==> src/rtl/approx_product_accumulator_pkg.sv <==
// ---------------------------------------------------------------------------
// approx_pkg
// Shared definitions for the approximate-product accumulator:
//   - acc_state_t : frame FSM states (IDLE, ACC, DONE)
//   - PW_DEF/AW_DEF : default product and accumulator widths
//   - cnt_width() : width needed to count 0..LEN products
// ---------------------------------------------------------------------------
package approx_pkg;

    typedef enum logic [1:0] {
        IDLE = 2'd0,
        ACC  = 2'd1,
        DONE = 2'd2
    } acc_state_t;

    localparam int PW_DEF = 32;
    localparam int AW_DEF = 40;

    // Product counter must hold the value LEN itself, hence LEN+1 codes.
    function automatic int cnt_width(input int len);
        return $clog2(len + 1);
    endfunction

endpackage

==> src/rtl/approx_product_accumulator.sv <==
// ---------------------------------------------------------------------------
// approx_product_accumulator
// Sums frames of up to LEN unsigned approximate products (from the 16x16
// approximate multiplier) and hands each frame sum downstream.
//
// Ports:
//   clk        rising-edge clock
//   rst_n      asynchronous active-low reset
//   in_valid   product available
//   in_ready   block can accept a product (depends on state only)
//   in_prod    PW-bit unsigned product
//   in_last    marks the final product of a frame (early termination)
//   out_valid  frame result available
//   out_ready  consumer takes the result
//   out_sum    AW-bit frame sum
//   out_count  number of products in the frame (1..LEN)
//   out_ovf    sticky: sum exceeded 2^AW-1 during the frame
//
// Build option:
//   APPROX_ACC_SAT_EN  when defined, a carry-out clamps the accumulator to
//                      2^AW-1 instead of wrapping; out_ovf is set either way.
// ---------------------------------------------------------------------------
module approx_product_accumulator
    import approx_pkg::*;
#(
    parameter int PW  = PW_DEF,
    parameter int AW  = AW_DEF,
    parameter int LEN = 8,
    parameter int CW  = cnt_width(LEN)
) (
    input  logic          clk,
    input  logic          rst_n,
    input  logic          in_valid,
    output logic          in_ready,
    input  logic [PW-1:0] in_prod,
    input  logic          in_last,
    output logic          out_valid,
    input  logic          out_ready,
    output logic [AW-1:0] out_sum,
    output logic [CW-1:0] out_count,
    output logic          out_ovf
);

    acc_state_t    state_reg;
    logic [AW-1:0] acc_reg;
    logic [CW-1:0] cnt_reg;
    logic          ovf_reg;
    logic          in_ready_reg;
    logic          out_valid_reg;

    logic [AW-1:0] prod_ext;
    logic [AW:0]   sum_ext;
    logic          carry;
    logic [AW-1:0] acc_next;
    logic          accept;
    logic          final_beat;

    assign accept = in_valid && in_ready_reg;

    // One extra bit on the adder captures the carry-out that flags overflow.
    always_comb begin
        prod_ext = AW'(in_prod);
        sum_ext  = {1'b0, acc_reg} + {1'b0, prod_ext};
        carry    = sum_ext[AW];
`ifdef APPROX_ACC_SAT_EN
        // Once clamped, any further non-zero product carries again, so the
        // accumulator stays pinned at full scale for the rest of the frame.
        acc_next = carry ? {AW{1'b1}} : sum_ext[AW-1:0];
`else
        acc_next = sum_ext[AW-1:0];
`endif
        // cnt_reg is the count before this product; LEN-1 means this is LEN-th.
        final_beat = in_last || (cnt_reg == CW'(LEN - 1));
    end

    always_ff @(posedge clk or negedge rst_n) begin
        if (!rst_n) begin
            state_reg     <= IDLE;
            acc_reg       <= '0;
            cnt_reg       <= '0;
            ovf_reg       <= 1'b0;
            in_ready_reg  <= 1'b1;
            out_valid_reg <= 1'b0;
        end else begin
            case (state_reg)
                IDLE: begin
                    if (accept) begin
                        // First product loads the accumulator; no carry possible.
                        acc_reg <= prod_ext;
                        cnt_reg <= CW'(1);
                        ovf_reg <= 1'b0;
                        if (in_last || (LEN == 1)) begin
                            state_reg     <= DONE;
                            in_ready_reg  <= 1'b0;
                            out_valid_reg <= 1'b1;
                        end else begin
                            state_reg <= ACC;
                        end
                    end
                end
                ACC: begin
                    if (accept) begin
                        acc_reg <= acc_next;
                        cnt_reg <= cnt_reg + CW'(1);
                        ovf_reg <= ovf_reg | carry;
                        if (final_beat) begin
                            state_reg     <= DONE;
                            in_ready_reg  <= 1'b0;
                            out_valid_reg <= 1'b1;
                        end
                    end
                end
                DONE: begin
                    if (out_ready) begin
                        acc_reg       <= '0;
                        cnt_reg       <= '0;
                        ovf_reg       <= 1'b0;
                        state_reg     <= IDLE;
                        in_ready_reg  <= 1'b1;
                        out_valid_reg <= 1'b0;
                    end
                end
                default: begin
                    state_reg     <= IDLE;
                    in_ready_reg  <= 1'b1;
                    out_valid_reg <= 1'b0;
                end
            endcase
        end
    end

    // All outputs come straight from registers.
    assign in_ready  = in_ready_reg;
    assign out_valid = out_valid_reg;
    assign out_sum   = acc_reg;
    assign out_count = cnt_reg;
    assign out_ovf   = ovf_reg;

endmodule

==> config.mk <==
export PLATFORM = sky130hd
export DESIGN_NAME = approx_product_accumulator
export DESIGN_NICKNAME = d
export VERILOG_FILES = /design/src/rtl/approx_product_accumulator_pkg.sv /design/src/rtl/approx_product_accumulator.sv
export SDC_FILE = /design/constraint.sdc
export NUM_CORES = 1
export LEC_CHECK = 0
export ABC_AREA = 1
export BUFFER_PORTS_ARGS = -buffer_cell sky130_fd_sc_hd__buf_2
export CORE_MARGIN = 2
export CORE_UTILIZATION = 55
export CTS_BUF_LIST = sky130_fd_sc_hd__clkbuf_4 sky130_fd_sc_hd__clkbuf_8
export DETAILED_ROUTE_END_ITERATION = 8
export GPL_TIMING_DRIVEN = 0
export HOLD_SLACK_MARGIN = 0.12
export PLACE_DENSITY = 0.78
export RECOVER_POWER = 50
export SYNTH_ARGS = -nofsm -noshare
export SYNTH_HDL_FRONTEND = slang
export SYNTH_SLANG_ARGS = --single-unit
==> constraint.sdc <==
create_clock -name clk -period 4.65 [get_ports clk]
set_clock_uncertainty 0.2 [all_clocks]
set_input_delay 0.465 -clock clk [delete_from_list [all_inputs] [get_ports clk]]
set_output_delay 0.465 -clock clk [all_outputs]
set_load 0.005 [all_outputs]
==> qor.yml <==
timing:
  finalCriticalPeriod_ns: 2.817
  fin_setup_tns_ns: 0
  report.final.slew_viol_count: 50
  fmax_ghz: 0.3550
  period_share_pct: 60.58
  rsz0062_at_grt: "false"
  final_hold_viol_count: 0
  finalSetupViolCount: 0
  layout_setup_ws_ns: 1.833
  worst_slew_margin_rel_pct: -78.15
  worst_pin_slew_ns: 2.672
synthesis:
  synth_largest_area_cell: "dfrtp_1"
  synth_most_common_cell: "nand2_1"
  ys_top_cells_by_count: "nand2_1 (308), inv_1 (161), a21oi_1 (99)"
  ys_async_sr_fraction_pct: 100.0
  syn_area_mm2: 0.005121
  netlist_instances: 888
  ys.flop_type: "dfrtp_1"
  synth_top_area_share_pct: 23.45
  syn_nets: 963
  synth_edf_count: 0
  ys_warn_count: 0
  seq_area_frac_synth_pct: 23.97
  ys_seq_elements: 49
  synthDistinctLibCells: 32
  synth_area_leaders: "dfrtp_1 (23%), nand2_1 (23%), inv_1 (12%)"
  avgSynthCellArea_um2: 5.767
finish:
  num_antenna_cells: 0
  area_delta_synth_final_pct: 12.46
  design_area_mm2: 0.005759
  fin_nets: 1053
  drive_gt1_share_pct: 10.01
  fin_util_pct: 62.93
  largest_reg_flops: 40
drt:
  drtIter0Drc: 309
  vias: 5614
  drc: 0
  first_pass_iters: 5
  viasPerCell: 5.150
  drt_wl_total_um: 14470
  ant_nets: 0
  post_drt_wl_per_cell_um: 13.28
global_routing:
  grt_start_max_net_pins: 50
  grt_overflow: 0
  grt_usage_pct: 30.04
  grt_pass1_wl_um: 24290
  grt_pass1_vias: 5154
  antenna_found_initial: 0
worst_setup_path:
  reg2reg_depth: 14
  timing.rr.end: "out_ovf$_DFFE_PN0P_"
  rr_startpoint: "out_sum[0]$_DFFE_PN0P_"
  start_kind: "register"
  crit_fanout: 5
  cp.required_ns: 4.71
  cp.arrival_ns: 2.88
  endpoint_kind: "register"
  rrSetupSlack_ns: 1.83
  critical_path_class: "reg -> reg"
  cp-startpoint: "out_sum[0]$_DFFE_PN0P_"
worst_hold_path:
  min_from: "in_prod[0]"
  worstHoldEndpoint: "out_sum[0]$_DFFE_PN0P_"
  hp-class: "in -> reg"
  whs_path_depth: 3
placed_design:
  pre_cts_slack_ns: 1.716
  dpl_cell_area_mm2: 0.005675
  port_buffers: 83
  place.gp.congestion: 0.9769
  dp_hpwl_um: 11750
clocking:
  numCtsBuffers: 5
  cts_setup_buffers: 0
  clockBufferDepth: 2
  cts_sinks: 49
  cts-root-buf: "clkbuf_8"
  clock_latency_ns: 0.33
  cts_tree: "yes"
  path_clk_slew_ns: 0.11
  cts_max_level: 2
  ctsHoldBuffers: 0
  cts_resized: 0
power:
  powerDensity_mw_per_mm2: 716.5
  peakVddDrop_v: 0.0004005
  finalPower_mw: 4.127
  power_leakage_nw: 3.351
status:
  status: "finished, violations left"
  violations: "max-capacitance violations, max-slew violations"
job:
  drv_cap: 1
floorplanning:
  dieHeight_um: 100.5
  core-area_mm2: 0.009153
  die-width_um: 100.5
  die_area_mm2: 0.01010
  start_util_pct: 55.95
  fp-row-count: 35
  io_pins: 84
## area by class of cell
type / count / area, µm²
Fill cell: 958 / 3393
Clock inverter: 3 / 28.78
Multi-Input combinational cell: 661 / 3183
Tap cell: 111 / 138.9
Sequential cell: 49 / 1227
Clock buffer: 5 / 68.82
Buffer: 16 / 97.59
Inverter: 162 / 613.1
Timing Repair Buffer: 83 / 401.6
## stage by stage
| step | std cells | hold slack, ns |
|---|---|---|
| 2_1_floorplan | 888 | -0.03059 |
| 3_3_place_gp | 1082 | 0.2638 |
| 3_5_place_dp | 1082 | 0.2660 |
| 4_1_cts | 1090 | 0.1872 |
| 5_1_grt | 1090 | 0.2132 |
| 6_report | 1090 | 0.2068 |
## report_power, final
part / switching, mW / total [mW] / leakage, nW / internal [mW]
clock: 0.179 / 0.292 / 0.0506 / 0.113
sequential: 0.148 / 0.777 / 0.603 / 0.629
combinational: 2.00 / 3.06 / 2.70 / 1.06
total: 2.32 / 4.13 / 3.35 / 1.80
## per-layer routing
metal	global-route usage, %	vias up	routed length [µm]
met5	0	-	0
met4	9.589	0	417
met3	2.774	25	825
met2	48.84	184	6353
met1	42.23	2460	6876
li1	-	2945	-
## placed cells by master, fill, tap and decap left out, types with 2 or more instances in the layout
cell type,netlist,layout
nand4_1,2,2
buf_2,3,75
clkbuf_8,0,5
nor2_4,2,2
o21bai_1,6,6
and2_1,2,2
nand3_1,69,69
clkinv_4,1,2
xor2_1,2,2
clkbuf_1,8,19
dfrtp_1,48,48
or2_2,5,5
a21oi_1,99,99
buf_6,4,4
inv_1,161,161
nor3_1,5,5
nand3b_1,4,4
ha_1,37,37
nand2_1,308,308
nor2_1,94,94
o21ai_0,16,16
## critical path, stage by stage (launching register included)
cell,delay [ns]
dfrtp_1,0.39
ha_1,0.27
inv_1,0.08
fa_1,0.41
inv_1,0.19
nand3_1,0.10
nand3_1,0.16
nand2_1,0.07
nand2_1,0.16
nand2_1,0.07
nand2_1,0.10
nand2_1,0.06
nand2_1,0.21
nand3_1,0.13
a21oi_1,0.15
## worst max path at each step
stage,slack [ns],depth (start not counted),end
after CTS,1.88,14,out_ovf$_DFFE_PN0P_
after global routing,1.38,1,out_sum[20]$_DFFE_PN0P_
final,1.83,14,out_ovf$_DFFE_PN0P_
after detailed placement,1.72,15,out_ovf$_DFFE_PN0P_
after floorplan,2.34,15,out_sum[32]$_DFFE_PN0P_
after global placement,1.71,15,out_ovf$_DFFE_PN0P_
## cell families after synthesis
group,after synthesis,share of synthesized area (%)
compound gates,127,12.97
xor+xnor,2,0.3421
fa+ha+maj,38,9.431
buf+inv,178,13.88
flops,49,23.97
simple gates,494,39.41
Note: power is estimated with default switching activity, not from simulation.
